File: config.mk
export PLATFORM = sky130hd
export DESIGN_NAME = cpf_frame_sequencer
export DESIGN_NICKNAME = d
export VERILOG_FILES = /design/src/rtl/cpf_pkg.sv /design/src/rtl/cpf_frame_sequencer.sv
export SDC_FILE = /design/constraint.sdc
export NUM_CORES = 1
export LEC_CHECK = 0
export BUFFER_PORTS_ARGS = -buffer_cell sky130_fd_sc_hd__buf_2
export CORE_UTILIZATION = 30
export DETAILED_ROUTE_END_ITERATION = 16
export HOLD_SLACK_MARGIN = 0.06
export PLACE_DENSITY = 0.48
export SLEW_MARGIN = 15
export SYNTH_ARGS = -nofsm -noshare
export SYNTH_HDL_FRONTEND = slang
export SYNTH_SLANG_ARGS = --single-unit
File: constraint.sdc
create_clock -name clk -period 3.85 [get_ports clk]
set_clock_uncertainty 0.1 [all_clocks]
set_input_delay 0 -clock clk [delete_from_list [all_inputs] [get_ports clk]]
set_output_delay 0 -clock clk [all_outputs]
set_load 0.02 [all_outputs]
File: src/rtl/cpf_pkg.sv
// Shared constants, sequencer state encoding and CRC-8 helper for the CP_F frame path.
package cpf_pkg;

    localparam logic [7:0] K28_5     = 8'hBC;
    localparam logic [7:0] CRC8_POLY = 8'h07;
    localparam logic [7:0] CRC8_INIT = 8'hFF;

    typedef enum logic [2:0] {
        ST_IDLE    = 3'd0,
        ST_STATUS  = 3'd1,
        ST_CONTROL = 3'd2,
        ST_ADDR    = 3'd3,
        ST_DATA    = 3'd4,
        ST_CRC     = 3'd5
    } seq_state_e;

    // MSB-first CRC-8 update over one byte, matching the FrameEncoder generator.
    function automatic logic [7:0] crc8_update(input logic [7:0] crc, input logic [7:0] data);
        logic [7:0] c;
        c = crc ^ data;
        for (int i = 0; i < 8; i++) begin
            c = c[7] ? ((c << 1) ^ CRC8_POLY) : (c << 1);
        end
        return c;
    endfunction

endpackage

File: src/rtl/cpf_frame_sequencer.sv
// Serialises one CP_F frame per handshake into the FrameEncoder byte pipe,
// padding every gap with K28.5 commas while the CRC generator is held in reset.
module cpf_frame_sequencer
    import cpf_pkg::*;
#(
    parameter int         DATA_BYTES = 2,
    parameter int         MIN_IDLE   = 1,
    parameter logic [7:0] COMMA      = K28_5
) (
    input  logic                    clk,
    input  logic                    reset,
    input  logic                    frame_valid,
    output logic                    frame_ready,
    input  logic [7:0]              status_i,
    input  logic [7:0]              control_i,
    input  logic [7:0]              address_i,
    input  logic [8*DATA_BYTES-1:0] payload_i,
    output logic [7:0]              enc_data,
    output logic                    enc_is_control,
    output logic                    enc_is_crc,
    output logic                    enc_crc_reset,
    output logic                    busy,
    output logic                    frame_done
);

    localparam int PW    = 8 * DATA_BYTES;
    localparam int IDX_W = (DATA_BYTES > 1) ? $clog2(DATA_BYTES) : 1;
    localparam int GAP_W = (MIN_IDLE > 1) ? $clog2(MIN_IDLE) : 1;
    localparam logic [IDX_W-1:0] LAST_IDX = IDX_W'(DATA_BYTES - 1);
    localparam logic [GAP_W-1:0] GAP_INIT = GAP_W'(MIN_IDLE - 1);

    seq_state_e       state_q, state_d;
    logic [GAP_W-1:0] gap_cnt_q, gap_cnt_d;
    logic [IDX_W-1:0] byte_idx_q, byte_idx_d;
    logic [7:0]       status_q, status_d;
    logic [7:0]       control_q, control_d;
    logic [7:0]       address_q, address_d;
    logic [PW-1:0]    payload_q, payload_d;
    logic [7:0]       enc_data_q, enc_data_d;
    logic             enc_is_control_q, enc_is_control_d;
    logic             enc_is_crc_q, enc_is_crc_d;
    logic             enc_crc_reset_q, enc_crc_reset_d;
    logic             frame_done_q, frame_done_d;
    logic [7:0]       data_byte;

    assign frame_ready    = (state_q == ST_IDLE) && (gap_cnt_q == '0);
    assign busy           = (state_q != ST_IDLE);
    assign enc_data       = enc_data_q;
    assign enc_is_control = enc_is_control_q;
    assign enc_is_crc     = enc_is_crc_q;
    assign enc_crc_reset  = enc_crc_reset_q;
    assign frame_done     = frame_done_q;

    always_comb begin
        state_d    = state_q;
        gap_cnt_d  = gap_cnt_q;
        byte_idx_d = byte_idx_q;
        status_d   = status_q;
        control_d  = control_q;
        address_d  = address_q;
        payload_d  = payload_q;
        case (state_q)
            ST_IDLE: begin
                if (gap_cnt_q != '0) gap_cnt_d = gap_cnt_q - GAP_W'(1);
                if (frame_valid && frame_ready) begin
                    state_d   = ST_STATUS;
                    status_d  = status_i;
                    control_d = control_i;
                    address_d = address_i;
                    payload_d = payload_i;
                end
            end
            ST_STATUS:  state_d = ST_CONTROL;
            ST_CONTROL: state_d = ST_ADDR;
            ST_ADDR: begin
                state_d    = ST_DATA;
                byte_idx_d = '0;
            end
            ST_DATA: begin
                if (byte_idx_q == LAST_IDX) begin
                    state_d    = ST_CRC;
                    byte_idx_d = '0;
                end else begin
                    byte_idx_d = byte_idx_q + IDX_W'(1);
                end
            end
            ST_CRC: begin
                state_d   = ST_IDLE;
                gap_cnt_d = GAP_INIT;
            end
            default: state_d = ST_IDLE;
        endcase
    end

    // Outputs are decoded from the next state so the registered pipe shows the byte of the current cycle.
    always_comb begin
        data_byte = '0;
        for (int i = 0; i < DATA_BYTES; i++) begin
            if (byte_idx_d == IDX_W'(i)) data_byte = payload_d[PW-8-8*i +: 8];
        end
    end

    always_comb begin
        enc_data_d       = COMMA;
        enc_is_control_d = 1'b1;
        enc_crc_reset_d  = 1'b1;
        enc_is_crc_d     = 1'b0;
        frame_done_d     = 1'b0;
        case (state_d)
            ST_STATUS, ST_CONTROL, ST_ADDR, ST_DATA: begin
                enc_is_control_d = 1'b0;
                enc_crc_reset_d  = 1'b0;
                case (state_d)
                    ST_STATUS:  enc_data_d = status_d;
                    ST_CONTROL: enc_data_d = control_d;
                    ST_ADDR:    enc_data_d = address_d;
                    default:    enc_data_d = data_byte;
                endcase
            end
            ST_CRC: begin
                enc_data_d       = 8'h00;
                enc_is_control_d = 1'b0;
                enc_crc_reset_d  = 1'b0;
                enc_is_crc_d     = 1'b1;
                frame_done_d     = 1'b1;
            end
            default: ;
        endcase
    end

    always_ff @(posedge clk) begin
        if (reset) begin
            state_q          <= ST_IDLE;
            gap_cnt_q        <= GAP_INIT;
            byte_idx_q       <= '0;
            status_q         <= '0;
            control_q        <= '0;
            address_q        <= '0;
            payload_q        <= '0;
            enc_data_q       <= COMMA;
            enc_is_control_q <= 1'b1;
            enc_is_crc_q     <= 1'b0;
            enc_crc_reset_q  <= 1'b1;
            frame_done_q     <= 1'b0;
        end else begin
            state_q          <= state_d;
            gap_cnt_q        <= gap_cnt_d;
            byte_idx_q       <= byte_idx_d;
            status_q         <= status_d;
            control_q        <= control_d;
            address_q        <= address_d;
            payload_q        <= payload_d;
            enc_data_q       <= enc_data_d;
            enc_is_control_q <= enc_is_control_d;
            enc_is_crc_q     <= enc_is_crc_d;
            enc_crc_reset_q  <= enc_crc_reset_d;
            frame_done_q     <= frame_done_d;
        end
    end

endmodule
# Word-level counts from Yosys, hierarchy flattened
# Cells that the tools add are included.
# Widths: inputs -> output; s select.
[word_totals]
reg_bits = 55
input_bits = 43
out_inout_bits = 14
wordCells = 50
[op_classes]
add_sub_neg = 2
n_eq_ne = 10
mux = 20
bitwise = 1
n_reduce_logical = 7
[ops]
columns = ["operator", "n"]
rows = [
  ["$mux 8", 7],
  ["$mux 16", 2],
  ["$pmux 8 s3", 1],
  ["$pmux 8 s2", 1],
  ["$pmux 3 s5", 1],
  ["$eq 3x2->1 const B", 4],
  ["$eq 3x3->1 const B", 4],
  ["$eq 3x1->1 const B", 2],
  ["$mux 3", 2],
  ["$reduce_or 5->1", 1],
  ["$mux 1", 4],
  ["$pmux 1 s2", 2],
  ["$reduce_or 4->1", 1],
  ["$logic_not 3->1", 1],
  ["$reduce_bool 3->1", 1],
  ["$logic_and 1x1->1", 2],
  ["$reduce_bool 2->1", 1],
  ["$add 1x1->1 const B", 1],
  ["$not 1->1", 1],
  ["$sub 1x1->1 const B", 1],
]

# Logic depth before layout (Yosys ltp)
# Gate-level depths: netlist of the first run.
[depth]
depth_word = 8
mapped_depth = 7
ltp_nobuf = 4

# Least setup slack after synthesis of the first run
# OpenSTA, ideal clock, no wires.
[synth_path]
kind = "reg-to-reg"
start = "register state_q[1]"
end = "register enc_data_q[4], in the netlist enc_data[4]"
setup_ns = 0.122
arrival_ns = 1.737
t_required_ns = 3.628
setup_slack_ns = 1.891
stages_incl_launch_ff = 6
path_buffers = 1
synth_period_minus_slack_ns = 1.959
cell_sequence = "dfxtp_1 buf_2 or2_2 o221ai_2 mux4_2 a221o_1"
[synth_between]
elab_chain_len = 8
elab_cells_between_ends = 28
cone_classes = "eq/ne: 9; mux: 15; reduce/logical: 4"
[synth_lines]
columns = ["item", "line_no", "rtl"]
rows = [
  ["from (decl)", "cpf_frame_sequencer.sv:32", "seq_state_e state_q, state_d;"],
  ["from (signal assigned)", "cpf_frame_sequencer.sv:146", "state_q <= state_d;"],
  ["$logic_not 3->1", "cpf_frame_sequencer.sv:46, cpf_frame_sequencer.sv:62", ""],
  ["$logic_and 1x1->1", "cpf_frame_sequencer.sv:46", "assign frame_ready = (state_q == ST_IDLE) && (gap_cnt_q == '0);"],
  ["$logic_and 1x1->1", "cpf_frame_sequencer.sv:65", "if (frame_valid && frame_ready) begin"],
  ["$mux 3 / $mux 16 (equally long branches)", "cpf_frame_sequencer.sv:65", ""],
  ["$pmux 3 s5 / $mux 16 (equally long branches)", "cpf_frame_sequencer.sv:62", "case (state_q)"],
  ["$eq 3x2->1, or another cell as far along", "cpf_frame_sequencer.sv:109, cpf_frame_sequencer.sv:113", ""],
  ["$pmux 8 s3 / $reduce_or 4->1 (equally long branches)", "cpf_frame_sequencer.sv:113, cpf_frame_sequencer.sv:109", ""],
  ["$pmux 8 s2 (*)", "cpf_frame_sequencer.sv:109", "case (state_d)"],
  ["to (signal assigned)", "cpf_frame_sequencer.sv:153", "enc_data_q <= enc_data_d;"],
  ["to (decl)", "cpf_frame_sequencer.sv:39", "logic [7:0] enc_data_q, enc_data_d;"],
]
# Mark *: on every way between the ends. The rest lies on a longest branch, timed or not.
# A chain may end at the register's enable or synchronous reset.

# Worst setup path in the final report of the first run
[layout_path]
start = "register state_q[1]"
end = "register enc_data_q[2], in the netlist enc_data[2]"
# Same word-level chain as after synthesis.

==> reports/results.txt, run 1 <==
placed insts - 356
multi-input logic area - 0.001025 mm2
Yosys cell types - 36
fin area - 0.002761 mm2
flip-flop and latch area - 920.9 um2
register area share after synthesis - 44.55%
Layout area overhead - 33.60%
share of layout cells above drive strength 1 - 23.27%
Flop pwr share - 49.9%
antenna cells - 0
total number of vias - 1900
Slew HR - 47.01%
Crit Reg-Reg Startpoint - state_q[1]$_SDFF_PP0_
DR vias/cell - 4.810
CTS Buffer Depth - 2
number of setup violations in the final report - 0
wire length per cell - 14.21 um
Hold Path Class - in2reg
Max-Cap Viols - 0
Ys Warns - 0
DRT iter0 DRCs - 95
Crit Path Class - reg2reg
Port Buffers - 56
Total GRT Usage - 16.50%
fin crit share - 64.42%
Final nets - 362
cts repair resizes - 0
Clock power frac - 26.2%
status - finished, final reports clean
Setup Fix Bufs, Post-CTS - 0
Final ANT Viol Nets - 0
Worst Hold Slack - 86.62 ps
CP Launch Point - state_q[1]$_SDFF_PP0_
cell-internal power - 0.0007808 W
setup ws final - 1370 ps
total detailed-routing wirelength - 5.612 mm
global-route wire length before repair - 9.211 mm
sw power - 0.0003263 W
hpwl dp - 3.855 mm
Power Dens Cells - 400.9 mW/mm2
CP Launch Type - flop
clk slew on worst S/H paths - 80 ps
crit path DAT - 2560 ps
leakage - 1.136 nW
initial antenna violation count - 0
Cell Rows - 29
fin cells - 395
CORE AREA - 0.006495 mm2
Logic pwr share - 23.9%
chip width - 85.01 um
RR Endpoint - enc_data[2]$_SDFF_PP1_
switching portion of total power - 29.48%
cell area after synthesis - 0.002067 mm2
vias in the first global route - 1856
slew of the pin with the lowest slew margin - 794.9 ps
DP Worst Slack - 1384 ps
Chip Height - 85.01 um
clk sinks - 46
Ports - 57
crit path capture - enc_data[2]$_SDFF_PP1_
Crit Path Max Fanout - 24
GP Congestion - 0.7210
largest net degree at the start of global routing - 44
Initial Util - 31.82%
fmax - 0.4032 GHz
syn nets - 287
DIE AREA - 0.007226 mm2
first-pass detailed-route iteration total - 4
most frequent cells in the layout - nand2_1 (72), buf_2 (56), dfxtp_1 (46)
number of CTS-inserted buffers - 5
RSZ-0062 raised after global routing - no
Root Driver - clkbuf_8
register bit total from synthesis - 46
Hold Fails Final Rpt - 0
Post-Synthesis Cells - 244
CP required - 3930 ps
area of placed instances - 0.002349 mm2
most common cell after layout, fill and taps aside - nand2_1
Final Critical Period - 2480 ps
setup_tns - 0 ps
DRC viols - 0
clk_lat worst skew - 290 ps
FF-to-FF setup slack - 1370 ps
Slew Limit Fails - 0
critical path capture point type - flop
CTS tree - built
gr ovfl total - 0
H-tree lvl count - 2
Max IR drop VDD - 0.0001246 V
synthesized area per cell - 8.471 um2
Reg2Reg Depth - 4
filler cell count in the final layout - 667
registers in the layout, summed over array words and instances (netlist names):
signal / cells
enc_crc_reset: 1
frame_done: 1
payload_q: 16
address_q: 8
control_q: 8
byte_idx_q: 1
state_q: 3
enc_data: 8
how the worst min path moves through the flow:
stage                            start                       end  slack (ps)  depth (start not counted)
final                      status_i[5]    enc_data[5]$_SDFF_PP1_          90                          4
after global routing       status_i[5]    enc_data[5]$_SDFF_PP1_          90                          4
after global placement    control_i[6]   control_q[6]$_SDFF_PP0_         140                          3
after CTS                  status_i[5]    enc_data[5]$_SDFF_PP1_          90                          4
after floorplan                  reset  enc_crc_reset$_SDFF_PP1_          30                          1
after detailed placement  address_i[5]   address_q[5]$_SDFF_PP0_         150                          3
cell families (layout without fill, tap and decap cells):
group	after synthesis	after routing	share of synthesized area, %
xor gates and xnor gates	1	1	0.4238
AOI/OAI and AO/OA	66	66	20.04
buffers and inverters	26	100	5.871
muxes	8	8	9.080
DFF	46	46	44.55
and+or+nand+nor	97	97	20.04
synthesized netlist by cell type:
master,count,share of area [%]
clkinv_1,1,0.18
nand2_2,1,0.30
nor2_1,8,1.5
nor3b_1,1,0.36
a21o_1,1,0.36
nand2_1,72,13
xnor2_1,1,0.42
nand3b_1,1,0.36
or2_2,1,0.30
and2_1,5,1.5
nor3_4,1,0.79
o21ai_0,4,0.97
mux4_2,6,6.5
buf_6,2,1.1
o22a_1,1,0.42
o21bai_1,4,1.5
nor3_1,3,0.73
a31oi_1,4,1.2
a211o_1,2,0.85
or3_1,1,0.30
inv_1,2,0.36
a221o_1,4,1.9
mux4_1,2,2.5
o221ai_2,1,0.73
nor4_1,1,0.30
dfxtp_1,46,45
a22o_1,3,1.3
nand3_1,1,0.24
nor2b_1,1,0.30
a2bb2oi_1,3,1.3
a21oi_1,38,9.2
clkbuf_1,13,2.4
buf_4,2,0.73
buf_2,1,0.24
buf_1,5,0.91
a21boi_0,1,0.36
worst max-delay path, stage by stage (launching register included):
cell and delay (ps):
dfxtp_1 790, nor3_4 80, nand2_2 460, mux4_1 630, a221o_1 300
stage by stage:
stage / power [W] / util, %
global route: 0.001171 / 42.52
floorplan: 0.0007318 / -
detailed placement: 0.0008084 / 36.16
CTS: 0.001122 / 42.52
finish: 0.001107 / 42.52
global placement: 0.0008066 / 36.16
area by class of cell:
cell class	count	share of cell area, %
tap	77	3.489
multi-input combinational	172	37.11
inverter	3	0.4078
sequential	46	33.35
clock buffer	6	2.990
timing repair buffer	91	22.66
power groups by stage:
| stage | sequential (W) | clock (W) | combinational (W) |
|---|---|---|---|
| 2_1_floorplan | 0.000559 | 0 | 0.000173 |
| 3_3_place_gp | 0.000565 | 0 | 0.000242 |
| 3_5_place_dp | 0.000565 | 0 | 0.000244 |
| 4_1_cts | 0.000554 | 0.000300 | 0.000269 |
| 5_1_grt | 0.000559 | 0.000318 | 0.000293 |
| 6_report | 0.000553 | 0.000290 | 0.000264 |
repair_timing:
item / 4_1_cts / 5_1_grt
hold endpoints to repair: 34 / 0
hold buffers: 33 / 0
setup endpoints to repair: 0 / 0
layer usage:
metal / routed length [um] / global-route usage [%] / vias up
met4: 140 / 6.626 / 0
met3: 196 / 3.210 / 11
met1: 2549 / 20.34 / 859
met5: 0 / 0 / -
met2: 2725 / 28.30 / 44
li1: - / - / 986
Power figures use the tool's default switching activity.
==> run 2: changes to the inputs <==
==> constraint.sdc (replaced) <==
create_clock -name clk -period 2.4 [get_ports clk]
set_clock_uncertainty 0.1 [all_clocks]
set_input_delay 0 -clock clk [delete_from_list [all_inputs] [get_ports clk]]
set_output_delay 0 -clock clk [all_outputs]
set_load 0.02 [all_outputs]
==> reports/results.txt, run 2 (synthesis gave the netlist of run 1 again) <==
Crit Path Max Fanout - 12 (-50%)
fin area - 0.002843 mm2 (+2.9%)
clk_lat worst skew - 290 ps (about the same)
clk sinks - 46 (unchanged)
global-route wire length before repair - 9.342 mm (+1.4%)
Final ANT Viol Nets - 0 (unchanged)
Hold Path Class - in2reg
largest net degree at the start of global routing - 44 (unchanged)
GP Congestion - 0.7426 (+3.0%)
CORE AREA - 0.006495 mm2 (unchanged)
vias in the first global route - 1944 (+4.7%)
Layout area overhead - 37.53%
Power Dens Cells - 641.3 mW/mm2 (+60%)
Port Buffers - 56 (unchanged)
DIE AREA - 0.007226 mm2 (unchanged)
DRT iter0 DRCs - 105 (+11%)
hpwl dp - 4.034 mm (+4.7%)
placed insts - 363 (+2.0%)
DR vias/cell - 4.845 (+0.72%)
number of CTS-inserted buffers - 5 (unchanged)
Max-Cap Viols - 0 (unchanged)
Finished Core Util - 43.77% (+1.3 points)
antenna cells - 0 (unchanged)
fmax - 0.4915 GHz (+22%)
Crit Path Class - reg2reg
share of layout cells above drive strength 1 - 24.92% (+1.7 points)
leakage - 1.184 nW (+4.2%)
Worst Hold Slack - 100.7 ps (+14.06 ps)
Total GRT Usage - 16.63% (+0.13 points)
cts hold-fix bufs - 35 (+6.1%)
largest reg by FF count - payload_q
first-pass detailed-route iteration total - 4 (unchanged)
wire length per cell - 13.95 um (-1.8%)
CP required - 2490 ps (-1440 ps)
setup_tns - 0 ps (unchanged)
worst hold start - status_i[5]
Reg2Reg Depth - 5 (+1)
initial antenna violation count - 0 (unchanged)
Final Critical Period - 2035 ps (-445.5 ps)
slew of the pin with the lowest slew margin - 813.0 ps (+18.15 ps)
number of setup violations in the final report - 0 (unchanged)
fin cells - 406 (+2.8%)
Hold Fails Final Rpt - 0 (unchanged)
fin crit share - 84.78% (+20 points)
Setup Fix Bufs, Post-CTS - 0 (unchanged)
status - finished, final reports clean
crit path DAT - 2130 ps (-430 ps)
clk slew on worst S/H paths - 90 ps (about the same)
Slew HR - 45.80% (-1.2 points)
chip width - 85.01 um (unchanged)
DRC viols - 0 (unchanged)
Cell Rows - 29 (unchanged)
Chip Height - 85.01 um (unchanged)
CP Launch Point - state_q[1]$_SDFF_PP0_
Final nets - 371 (+2.5%)
area of placed instances - 0.002401 mm2 (+2.2%)
CP Launch Type - flop
critical path capture point type - flop
Ports - 57 (unchanged)
Slew Limit Fails - 0 (unchanged)
total detailed-routing wirelength - 5.664 mm (+0.93%)
gr ovfl total - 0 (unchanged)
Root Driver - clkbuf_8
cts repair resizes - 0 (unchanged)
Worst Hold Path Cells - 4 (unchanged)
most common cell after layout, fill and taps aside - nand2_1
Crit Reg-Reg Startpoint - state_q[1]$_SDFF_PP0_
Initial Util - 31.82% (unchanged)
max reg flops - 16 (unchanged)
CTS Buffer Depth - 2 (unchanged)
Max IR drop VDD - 0.0002522 V (+100%)
RSZ-0062 raised after global routing - no
H-tree lvl count - 2 (unchanged)
most frequent cells in the layout - nand2_1 (72), buf_2 (56), dfxtp_1 (46)
CTS tree - built
total number of vias - 1967 (+3.5%)
## run 2: changes by cell type in the layout (fill, tap and decap cells not counted)
cell           previous run  this run
clkinv_2                  0         1
clkbuf_1                  0         1
buf_4                     2         9
dlygate4sd3_1            33        35
## run 2: cell type report
type                       instances  area [um2]
timing repair buffer             100       698.2
multi-input combinational        172        1025
inverter                           3       11.26
tap                               77       96.34
fill                             662        3652
sequential                        46       920.9
clock buffer                       7       86.33
clock inverter                     1       5.005
## run 2: per-layer routing
layer	vias up	part of all wire [%]	GRT usage [%]
li1	1005	-	-
met1	915	46	21.39
met2	41	49	28.59
met3	6	3.0	3.307
met4	0	1.4	4.160
met5	-	0	0
## run 2: metrics by stage
stage	total power, W	setup WS, ps
2_1_floorplan	0.001174	441.2
3_3_place_gp	0.001309	425.6
3_5_place_dp	0.001313	357.8
4_1_cts	0.001852	364.4
5_1_grt	0.001924	249.2
6_report	0.001823	365.2
## run 2: worst paths after layout
check	to	slack (ps)
max	enc_data[1]$_SDFF_PP0_	370
min	enc_data[5]$_SDFF_PP1_	100
max reg2reg	enc_data[1]$_SDFF_PP0_	370
min reg2reg	payload_q[13]$_SDFF_PP0_	350
## run 2: worst max-delay path, stage by stage (launching register included)
cell	delay [ps]
dfxtp_1	530
nor3_4	80
nand2_2	250
buf_4	230
mux4_2	500
a22o_1	230
## run 2: report_power, final
group          switching [W]  leakage, nW  internal (W)  total [W]
Clock               0.000257       0.0482      0.000233   0.000490
Combinational       0.000244        0.758      0.000216   0.000460
Sequential         0.0000414        0.378      0.000831   0.000872
